### src/rtl/ctrl_pkg.sv
// Shared encodings for the RV64I multicycle controller: opcodes, FSM states,
// immediate formats, datapath mux codes and the decoded instruction class.
package ctrl_pkg;

    localparam logic [6:0] OPC_LOAD      = 7'b0000011;
    localparam logic [6:0] OPC_STORE     = 7'b0100011;
    localparam logic [6:0] OPC_BRANCH    = 7'b1100011;
    localparam logic [6:0] OPC_JAL       = 7'b1101111;
    localparam logic [6:0] OPC_JALR      = 7'b1100111;
    localparam logic [6:0] OPC_OP_IMM    = 7'b0010011;
    localparam logic [6:0] OPC_OP_IMM_32 = 7'b0011011;
    localparam logic [6:0] OPC_OP        = 7'b0110011;
    localparam logic [6:0] OPC_OP_32     = 7'b0111011;
    localparam logic [6:0] OPC_LUI       = 7'b0110111;
    localparam logic [6:0] OPC_AUIPC     = 7'b0010111;

    localparam logic [2:0] ST_FETCH  = 3'd0;
    localparam logic [2:0] ST_DECODE = 3'd1;
    localparam logic [2:0] ST_EXEC   = 3'd2;
    localparam logic [2:0] ST_MEM    = 3'd3;
    localparam logic [2:0] ST_WB     = 3'd4;
    localparam logic [2:0] ST_TRAP   = 3'd5;

    localparam logic [2:0] IMM_I = 3'd0;
    localparam logic [2:0] IMM_J = 3'd1;
    localparam logic [2:0] IMM_U = 3'd2;
    localparam logic [2:0] IMM_B = 3'd3;
    localparam logic [2:0] IMM_S = 3'd4;

    localparam logic [1:0] PC_SRC_PLUS4 = 2'd0;
    localparam logic [1:0] PC_SRC_IMM   = 2'd1;
    localparam logic [1:0] PC_SRC_JALR  = 2'd2;

    localparam logic [1:0] WB_ALU = 2'd0;
    localparam logic [1:0] WB_MEM = 2'd1;
    localparam logic [1:0] WB_PC4 = 2'd2;

    localparam logic [1:0] ALU_A_RS1  = 2'd0;
    localparam logic [1:0] ALU_A_PC   = 2'd1;
    localparam logic [1:0] ALU_A_ZERO = 2'd2;
    localparam logic       ALU_B_RS2  = 1'b0;
    localparam logic       ALU_B_IMM  = 1'b1;

    localparam logic [1:0] ALU_OP_ADD   = 2'd0;
    localparam logic [1:0] ALU_OP_FUNCT = 2'd1;
    localparam logic [1:0] ALU_OP_CMP   = 2'd2;

    localparam logic [3:0] CL_NONE    = 4'd0;
    localparam logic [3:0] CL_LOAD    = 4'd1;
    localparam logic [3:0] CL_STORE   = 4'd2;
    localparam logic [3:0] CL_BRANCH  = 4'd3;
    localparam logic [3:0] CL_JAL     = 4'd4;
    localparam logic [3:0] CL_JALR    = 4'd5;
    localparam logic [3:0] CL_ALU_IMM = 4'd6;
    localparam logic [3:0] CL_ALU_REG = 4'd7;
    localparam logic [3:0] CL_LUI     = 4'd8;
    localparam logic [3:0] CL_AUIPC   = 4'd9;

endpackage

### src/rtl/decod_opcode.sv
// Combinational opcode decoder: immediate format, instruction class and legality.
module decod_opcode
    import ctrl_pkg::*;
(
    input  logic [6:0] opcode_i,
    output logic [2:0] imm_fmt_o,
    output logic [3:0] cls_o,
    output logic       legal_o
);

    always_comb begin
        imm_fmt_o = IMM_I;
        cls_o     = CL_NONE;
        legal_o   = 1'b0;
        if (opcode_i[1:0] == 2'b11) begin
            legal_o = 1'b1;
            case (opcode_i)
                OPC_LOAD:                  cls_o = CL_LOAD;
                OPC_OP_IMM, OPC_OP_IMM_32: cls_o = CL_ALU_IMM;
                OPC_JALR:                  cls_o = CL_JALR;
                OPC_OP, OPC_OP_32:         cls_o = CL_ALU_REG;
                OPC_JAL: begin
                    imm_fmt_o = IMM_J;
                    cls_o     = CL_JAL;
                end
                OPC_LUI: begin
                    imm_fmt_o = IMM_U;
                    cls_o     = CL_LUI;
                end
                OPC_AUIPC: begin
                    imm_fmt_o = IMM_U;
                    cls_o     = CL_AUIPC;
                end
                OPC_BRANCH: begin
                    imm_fmt_o = IMM_B;
                    cls_o     = CL_BRANCH;
                end
                OPC_STORE: begin
                    imm_fmt_o = IMM_S;
                    cls_o     = CL_STORE;
                end
                default: legal_o = 1'b0;
            endcase
        end
    end

endmodule

### src/rtl/controle_multiciclo.sv
// Multicycle control FSM for the RV64I dataflow: sequences fetch through
// writeback and drives the datapath muxes, PC/IR/regfile strobes and memory handshake.
//
// state  | meaning
// FETCH  | request instruction at PC, load IR on mem_ready
// DECODE | latch opcode/class, select immediate format, trap if illegal
// EXEC   | ALU operation; branches and jumps finish here
// MEM    | data access at ALU address; stores finish here
// WB     | register write, PC+4
// TRAP   | frozen until reset (illegal opcode or memory timeout)
module controle_multiciclo
    import ctrl_pkg::*;
#(
    parameter int unsigned MEM_TIMEOUT = 255,
    parameter int unsigned CNT_W       = 8
) (
    input  logic       clk_i,
    input  logic       reset_i,
    input  logic [6:0] opcode_i,
    input  logic       mem_ready_i,
    input  logic       branch_taken_i,
    output logic       ir_load_o,
    output logic       pc_load_o,
    output logic [1:0] pc_src_o,
    output logic [2:0] select_imm_o,
    output logic [1:0] alu_src_a_o,
    output logic       alu_src_b_o,
    output logic [1:0] alu_op_o,
    output logic       reg_we_o,
    output logic [1:0] wb_sel_o,
    output logic       mem_req_o,
    output logic       mem_we_o,
    output logic       addr_sel_o,
    output logic       illegal_o,
    output logic       bus_err_o
);

    localparam logic [CNT_W-1:0] TIMEOUT_CNT = CNT_W'(MEM_TIMEOUT);

    logic [2:0]       state_q, state_d;
    logic [6:0]       op_q, op_d;
    logic [3:0]       cls_q, cls_d;
    logic [2:0]       sel_imm_q, sel_imm_d;
    logic [CNT_W-1:0] cnt_q, cnt_d, cnt_inc;
    logic             illegal_q, illegal_d;
    logic             bus_err_q, bus_err_d;

    logic [2:0] dec_imm;
    logic [3:0] dec_cls;
    logic       dec_legal;
    logic       ir_load, pc_load, reg_we, mem_req, mem_we;

    decod_opcode u_decod (
        .opcode_i  (opcode_i),
        .imm_fmt_o (dec_imm),
        .cls_o     (dec_cls),
        .legal_o   (dec_legal)
    );

    assign cnt_inc = cnt_q + 1'b1;

    always_comb begin
        state_d   = state_q;
        op_d      = op_q;
        cls_d     = cls_q;
        sel_imm_d = sel_imm_q;
        cnt_d     = '0;
        illegal_d = illegal_q;
        bus_err_d = bus_err_q;
        ir_load   = 1'b0;
        pc_load   = 1'b0;
        pc_src_o  = PC_SRC_PLUS4;
        reg_we    = 1'b0;
        wb_sel_o  = WB_ALU;
        mem_req   = 1'b0;
        mem_we    = 1'b0;
        addr_sel_o = 1'b0;
        case (state_q)
            ST_FETCH: begin
                mem_req = 1'b1;
                if (mem_ready_i) begin
                    ir_load = 1'b1;
                    state_d = ST_DECODE;
                end else if (cnt_inc == TIMEOUT_CNT) begin
                    bus_err_d = 1'b1;
                    state_d   = ST_TRAP;
                end else begin
                    cnt_d = cnt_inc;
                end
            end
            ST_DECODE: begin
                op_d      = opcode_i;
                cls_d     = dec_cls;
                sel_imm_d = dec_imm;
                if (dec_legal) begin
                    state_d = ST_EXEC;
                end else begin
                    illegal_d = 1'b1;
                    state_d   = ST_TRAP;
                end
            end
            ST_EXEC: begin
                case (cls_q)
                    CL_BRANCH: begin
                        pc_load  = 1'b1;
                        pc_src_o = branch_taken_i ? PC_SRC_IMM : PC_SRC_PLUS4;
                        state_d  = ST_FETCH;
                    end
                    CL_JAL, CL_JALR: begin
                        reg_we   = 1'b1;
                        wb_sel_o = WB_PC4;
                        pc_load  = 1'b1;
                        pc_src_o = (cls_q == CL_JAL) ? PC_SRC_IMM : PC_SRC_JALR;
                        state_d  = ST_FETCH;
                    end
                    CL_LOAD, CL_STORE:                        state_d = ST_MEM;
                    CL_ALU_IMM, CL_ALU_REG, CL_LUI, CL_AUIPC: state_d = ST_WB;
                    default:                                  state_d = ST_FETCH;
                endcase
            end
            ST_MEM: begin
                mem_req    = 1'b1;
                addr_sel_o = 1'b1;
                mem_we     = (op_q == OPC_STORE);
                if (mem_ready_i) begin
                    if (op_q == OPC_STORE) begin
                        pc_load = 1'b1;
                        state_d = ST_FETCH;
                    end else begin
                        state_d = ST_WB;
                    end
                end else if (cnt_inc == TIMEOUT_CNT) begin
                    bus_err_d = 1'b1;
                    state_d   = ST_TRAP;
                end else begin
                    cnt_d = cnt_inc;
                end
            end
            ST_WB: begin
                reg_we   = 1'b1;
                wb_sel_o = (op_q == OPC_LOAD) ? WB_MEM : WB_ALU;
                pc_load  = 1'b1;
                state_d  = ST_FETCH;
            end
            ST_TRAP: state_d = ST_TRAP;
            default: state_d = ST_FETCH;
        endcase
    end

    // Operand muxes are a function of the instruction class only, so they hold through MEM and WB.
    always_comb begin
        alu_src_a_o = ALU_A_RS1;
        alu_src_b_o = ALU_B_RS2;
        alu_op_o    = ALU_OP_ADD;
        if (state_q == ST_EXEC || state_q == ST_MEM || state_q == ST_WB) begin
            case (cls_q)
                CL_BRANCH:                  alu_op_o = ALU_OP_CMP;
                CL_JALR, CL_LOAD, CL_STORE: alu_src_b_o = ALU_B_IMM;
                CL_ALU_IMM: begin
                    alu_src_b_o = ALU_B_IMM;
                    alu_op_o    = ALU_OP_FUNCT;
                end
                CL_ALU_REG:                 alu_op_o = ALU_OP_FUNCT;
                CL_LUI: begin
                    alu_src_a_o = ALU_A_ZERO;
                    alu_src_b_o = ALU_B_IMM;
                end
                CL_AUIPC: begin
                    alu_src_a_o = ALU_A_PC;
                    alu_src_b_o = ALU_B_IMM;
                end
                default: ;
            endcase
        end
    end

    always_ff @(posedge clk_i) begin
        if (reset_i) begin
            state_q   <= ST_FETCH;
            op_q      <= '0;
            cls_q     <= CL_NONE;
            sel_imm_q <= IMM_I;
            cnt_q     <= '0;
            illegal_q <= 1'b0;
            bus_err_q <= 1'b0;
        end else begin
            state_q   <= state_d;
            op_q      <= op_d;
            cls_q     <= cls_d;
            sel_imm_q <= sel_imm_d;
            cnt_q     <= cnt_d;
            illegal_q <= illegal_d;
            bus_err_q <= bus_err_d;
        end
    end

    // Strobes are masked during reset so an in-flight request is dropped immediately.
    assign ir_load_o    = ir_load & ~reset_i;
    assign pc_load_o    = pc_load & ~reset_i;
    assign reg_we_o     = reg_we  & ~reset_i;
    assign mem_req_o    = mem_req & ~reset_i;
    assign mem_we_o     = mem_we  & ~reset_i;
    assign select_imm_o = sel_imm_q;
    assign illegal_o    = illegal_q;
    assign bus_err_o    = bus_err_q;

endmodule

### config.mk
export PLATFORM = sky130hd
export DESIGN_NAME = controle_multiciclo
export DESIGN_NICKNAME = d
export VERILOG_FILES = /design/src/rtl/ctrl_pkg.sv /design/src/rtl/decod_opcode.sv /design/src/rtl/controle_multiciclo.sv
export SDC_FILE = /design/constraint.sdc
export NUM_CORES = 1
export LEC_CHECK = 0
export CAP_MARGIN = 20
export CORE_MARGIN = 3
export CORE_UTILIZATION = 55
export CTS_CLUSTER_SIZE = 28
export DETAILED_ROUTE_END_ITERATION = 8
export PLACE_DENSITY_LB_ADDON = 0.1
export SETUP_SLACK_MARGIN = 0.5
export SLEW_MARGIN = 20
export SYNTH_ARGS = -nofsm -noshare
export SYNTH_HDL_FRONTEND = slang
export SYNTH_SLANG_ARGS = --single-unit
### constraint.sdc
create_clock -name clk_i -period 4.2 [get_ports clk_i]
set_input_delay 0.63 -clock clk_i [delete_from_list [all_inputs] [get_ports clk_i]]
set_output_delay 0.63 -clock clk_i [all_outputs]
set_load 0.1 [all_outputs]
==> results of run 1 <==
==> cells in the final DEF (no fill, tap or decap), drive strengths merged, types with 2 or more instances in the layout <==
| cell | count |
|---|---|
| nand4 | 3 |
| buf | 7 |
| o21a | 4 |
| and3 | 6 |
| clkdlybuf4s50 | 24 |
| nand3 | 7 |
| nor4 | 3 |
| nand2b | 8 |
| or3 | 3 |
| o21ai | 5 |
| ha | 2 |
| inv | 5 |
| nor2 | 29 |
| a21oi | 20 |
| or2 | 2 |
| o22ai | 4 |
| dfxtp | 27 |
| xnor2 | 2 |
| and2 | 3 |
| nand2 | 26 |
| a31oi | 2 |
| nor3 | 5 |
| xor2 | 7 |
| a22oi | 2 |
| clkbuf | 3 |
| nor2b | 5 |
| o211ai | 3 |
==> worst paths after layout <==
path | depth (start not counted) | startpoint | end | slack [ps]
worst min register to register | 2 | select_imm_o[1] | select_imm_o[1] | 470
worst max register to register | 6 | cnt_q[0] | state_q[0] | 2420
worst max-delay path | 5 | state_q[2] | pc_src_o[1] | 790
worst min-delay path | 2 | select_imm_o[1] | select_imm_o[1] | 470
==> logic make-up (layout without fill, tap and decap cells) <==
kind of cell	after synthesis	after routing	synth area share
mux	1	1	0.00632
simple gates	106	106	0.343
fa+ha+maj	2	2	0.0158
xor+xnor	9	9	0.0498
compound gates	46	46	0.208
flops	27	27	0.341
buf+inv	14	40	0.0363
==> power by group <==
group / total [µW] / leakage, µW / switching (µW) / internal (µW)
combinational: 246 / 0.000480 / 172 / 74.7
clock: 113 / 0.0000139 / 76.6 / 36.5
sequential: 309 / 0.000219 / 28.3 / 281
==> state kept, by name, indices dropped and copies added, names as in the netlist <==
| signal | count |
|---|---|
| bus_err_o | 1 |
| cls_q | 4 |
| cnt_q | 8 |
| illegal_o | 1 |
| op_q | 7 |
| select_imm_o | 3 |
| state_q | 3 |
==> routing by layer <==
layer  part of all wire  vias up
met1               0.48      664
met4              0.011        0
met3              0.051        5
li1                   -      774
met5                  0        -
met2               0.46       43
==> area by class of cell <==
| class | instances | area (µm²) | area share |
|---|---|---|---|
| Inverter | 5 | 18.8 | 0.00976 |
| Timing Repair Buffer | 31 | 293 | 0.152 |
| Sequential cell | 27 | 541 | 0.281 |
| Multi-Input combinational cell | 164 | 1000 | 0.522 |
| Tap cell | 30 | 37.5 | 0.0195 |
| Clock buffer | 3 | 22.5 | 0.0117 |
| Clock inverter | 1 | 7.51 | 0.00390 |
==> worst reg2reg max path, cell delays in order (launching register included) <==
cell and delay [ps]:
dfxtp_1 440, ha_1 370, nand3b_1 130, o22ai_2 140, a32oi_2 120, o21a_1 220, o41ai_2 270
==> through the flow <==
stage	hold WS (ps)	cell area, µm²	util
2_1_floorplan	431	1600	-
3_3_place_gp	439	1890	0.725
3_5_place_dp	448	1890	0.725
4_1_cts	468	1920	0.736
5_1_grt	489	1920	0.736
6_report	467	1920	0.736
==> results.md, run 1 <==
- Core box area: 2610 µm²
- WL per Instance: 13.2 µm
- Full die area: 3560 µm²
- Setup crit start kind: flop
- RSZ-0062 raised after global routing: no
- Setup bufs post-CTS: 0
- Vias: 1486
- Final period util: 0.812
- Max cap viols: 0
- CTS Root Buffer Type: clkbuf_4
- Top post-synthesis cells by area: dfxtp_1, nor2_1, a21oi_1
- Slew @ Worst Pin: 972 ps
- Ant diodes: 0
- Global Route met1 Usage: 0.292
- GRT Total Usage: 0.212
- Clock Skews: 4.86 ps
- Buffers added on ports: 30
- Post-synth top cells: nor2_1, dfxtp_1, nand2_1
- First drt pass iteration count: 4
- Leakage: 0.000714 µW
- H-tree depth: 1
- Slew margin rel.: 0.350
- Share of cells above drive strength 1: 0.117
- Congestion Overflow GR: 0
- Syn Std Cell Area: 1580 µm²
- Fmax: 293 MHz
- Row count: 18
- First-pass GRT wire length: 5870 µm
- Dpl cells: 257
- Met2 usage: 0.346
- Synth Net Count: 218
- Worst path cell trace: nand2b_1 -> or3_4 -> nor2_2 -> and2_1 -> clkdlybuf4s50_1
- CTS Buf Count: 3
- Crit path max fanout: 12
- CP Capture Type: primary output
- Final Wtd Congestion: 0.851
- CP bufs+invs: 1
- Hold buffer count at cts: 0
- Fin crit period: 3410 ps
- CP peak stage delay: 1130 ps
- Clock latency on the worst-skew pair: 330 ps
- P&R area growth vs syn: 21.4%
- Mapped Cells: 205
- Number of global-route vias before repair: 1360
- Synth top area share: 0.341
- EDFF count, synth: 0
- Register area share after synthesis: 0.341
- NumNets Final: 245
- Number of distinct library cells after synthesis: 48
- Met3 Use GR: 0.0259
- Grt peak-use layer: met2
- Setup ws final: 790 ps
- Peak VDD IR: 0.281 mV
- Yosys warning total: 0
- Largest net degree at the start of global routing: 21
- Final setup fails: 0
- Synth Register Bits: 27
- TritonCTS clock tree: built
- Final hold viol count: 0
- Hold crit path type: reg -> reg
- Critical Path AT: 2780 ps
- Crit path max-delay family: buffers and inverters
- Dpl ws: 1170 ps
- DRT iter0 DRCs: 87
- Final Non-Filler Cells: 261
- Data required, critical path: 3570 ps
- Clock Tree Buf Depth: 2
- Reg clk slew, reported paths: 140 ps
- Share of flip-flops with an asynchronous set or reset: 0
- Post-DP HPWL: 2710 µm
- Setup TNS: 0 ps
- Most common cell in the netlist: nor2_1
- Initial antenna violation count: 0
- Die width: 59.7 µm
- Critical path type: reg -> out
- Predominant post-synthesis flop cell: dfxtp_1
- Post-synth top area cell: dfxtp_1
- Post-Syn Area per Cell: 7.73 µm²
- Tot Pwr: 668 µW
- Clock tree sinks: 27
- Slew Viols, Final: 0
- Pwr dens: 348 nW/µm²
- Post_cts resized: 0
- Vias per Instance: 5.69
- Ports: 31
- Final ANT Viol Nets: 0
- Outcome: finished, final reports clean
- Slowest stage cell, crit path: clkdlybuf4s50_1
- Final WL: 3450 µm
- Die H: 59.7 µm
- Filler instances: 204
- Starting Density: 0.606
- # DRC: 0
Note: power is estimated with default switching activity, not from simulation.
==> inputs of run 2 (changes only) <==
- CORE_UTILIZATION: 55 -> 51
- clock period: 4.2 -> 3.5 ns (I/O delays scaled with it)
==> run 2 against run 1 <==
Effect of this change:
- register-to-register slack got worse by 720 ps
- critical path depth did not move
- clock power rose by 16%
- die area rose by 7.0%
- via count rose by 1.3%
- core utilization fell by 6.0 points
- clock skew fell by 1.8 ps
- setup slack improved by 180 ps
- routed wire length rose by 2.3%
- sequential power rose by 21%
- cell count rose by 0.38%
- largest power group unchanged
==> results.md, run 2 (synthesis results as in run 1) <==
- Outcome: finished, final reports clean
- Number of global-route vias before repair: 1370
- Clock tree sinks: 27
- Fin crit period: 2530 ps
- Final hold viol count: 0
- Leakage: 0.000743 µW
- Fmax: 395 MHz
- CTS Buf Count: 3
- Vias per Instance: 5.75
- Met3 routed WL: 206 µm
- Wl on met1: 1730 µm
- Clock Tree Buf Depth: 2
- Max cap viols: 0
- Reg2reg path depth: 6
- Buffers added on ports: 30
- Pwr dens: 422 nW/µm²
- Final core utilization: 0.676
- Filler instances: 250
- Area of the multi-input gates: 1020 µm²
- Final WL: 3530 µm
- Slew @ Worst Pin: 971 ps
- Largest registers: cnt_q: 8 flops, op_q: 7 flops, cls_q: 4 flops
- First-pass GRT wire length: 6000 µm
- Row count: 19
- DR WL met2: 1560 µm
- CTS Root Buffer Type: clkbuf_4
- Share of cells above drive strength 1: 0.169
- Reg2reg start: cnt_q[0]
- CP Capture Type: primary output
- DRT iter0 DRCs: 129
- Ant diodes: 0
- First drt pass iteration count: 4
- Top Metal Used: met4
- # DRC: 0
- Data required, critical path: 2970 ps
- Critical Path AT: 2010 ps
- Setup crit start kind: flop
- RSZ-0062 raised after global routing: no
- Slowest stage cell, crit path: dfxtp_1
- NumNets Final: 245
- Setup TNS: 0 ps
- Post_cts resized: 0
- P&R area growth vs syn: 21.7%
- TritonCTS clock tree: built
- Post-DP HPWL: 2680 µm
- Starting Density: 0.555
- Core box area: 2850 µm²
- H-tree depth: 1
- R2r setup slk: 1700 ps
- Largest reg by FF count: cnt_q
- Reg2reg end: state_q[2]
- Final ANT Viol Nets: 0
- Full die area: 3810 µm²
- Commonest non-fill, non-tap cells in the layout: nor2_1, dfxtp_1, nand2_1
- Final setup fails: 0
- Hold Crit Start: select_imm_o[1]
- CP dominant cell by count: nand2b_1
- Max reg flops: 8
- Critical path type: reg -> out
- Peak VDD IR: 0.266 mV
- Hold EP: select_imm_o[1]
- Hold crit path type: reg -> reg
- Die H: 61.7 µm
- Tot Pwr: 814 µW
- Hold buffer count at cts: 0
- Vias: 1506
- Slew Viols, Final: 0
- CP peak stage delay: 460 ps
- Final period util: 0.723
- Reg clk slew, reported paths: 130 ps
- Slew margin rel.: 0.351
- Initial antenna violation count: 0
- WL per Instance: 13.5 µm
- Crit path max fanout: 12
- Clock latency on the worst-skew pair: 330 ps
- Largest net degree at the start of global routing: 23
- Worst path cell trace: nand2b_1 -> or3_4 -> nand2b_1 -> a31oi_2 -> buf_4
- Hold Path Stages: 2
- Ports: 31
- Congestion Overflow GR: 0
- GRT Total Usage: 0.209
- Clock Skews: 3.04 ps
- Reg area: 541 µm²
- Final Wtd Congestion: 0.902
- Setup bufs post-CTS: 0
- WHS: 462 ps
- Die width: 61.7 µm
[run 2: final cells by class]
type | instances | area share
Multi-Input combinational cell | 164 | 0.529
Clock inverter | 1 | 0.00260
Clock buffer | 3 | 0.0117
Tap cell | 31 | 0.0201
Inverter | 5 | 0.00973
Timing Repair Buffer | 31 | 0.147
Sequential cell | 27 | 0.280
[run 2: power by group]
part           internal [µW]  switching [µW]
clock network           43.0            88.3
registers                337            37.0
logic                   98.7             210
[run 2: worst max path at each step]
stage                      from   endpoint  slack [ps]  cells past startpoint
floorplan            state_q[2]  pc_load_o         290                      5
CTS                  state_q[2]  pc_load_o         950                      5
global route         state_q[2]  pc_load_o         810                      5
finish               state_q[2]  pc_load_o         970                      5
detailed placement  mem_ready_i  ir_load_o        1160                      4
global placement    mem_ready_i  ir_load_o        1220                      4
[run 2: critical path, delay by kind of cell (launching register included)]
kind            cells  cell delay [ps]
compound gates      1              180
simple gates        3              730
buf+inv             1              310
flops               1              460
[run 2: per-layer routing]
layer | vias up | track usage
met5 | - | 0
met4 | 0 | 0.0818
met3 | 4 | 0.0413
met2 | 45 | 0.326
met1 | 687 | 0.284
li1 | 770 | -
[run 2: metrics by stage]
stage          area, µm²  worst slack [ps]  instances
2_1_floorplan       1620               286        205
3_3_place_gp        1900              1220        258
3_5_place_dp        1900              1160        258
4_1_cts             1930               948        262
5_1_grt             1930               811        262
6_report            1930               968        262
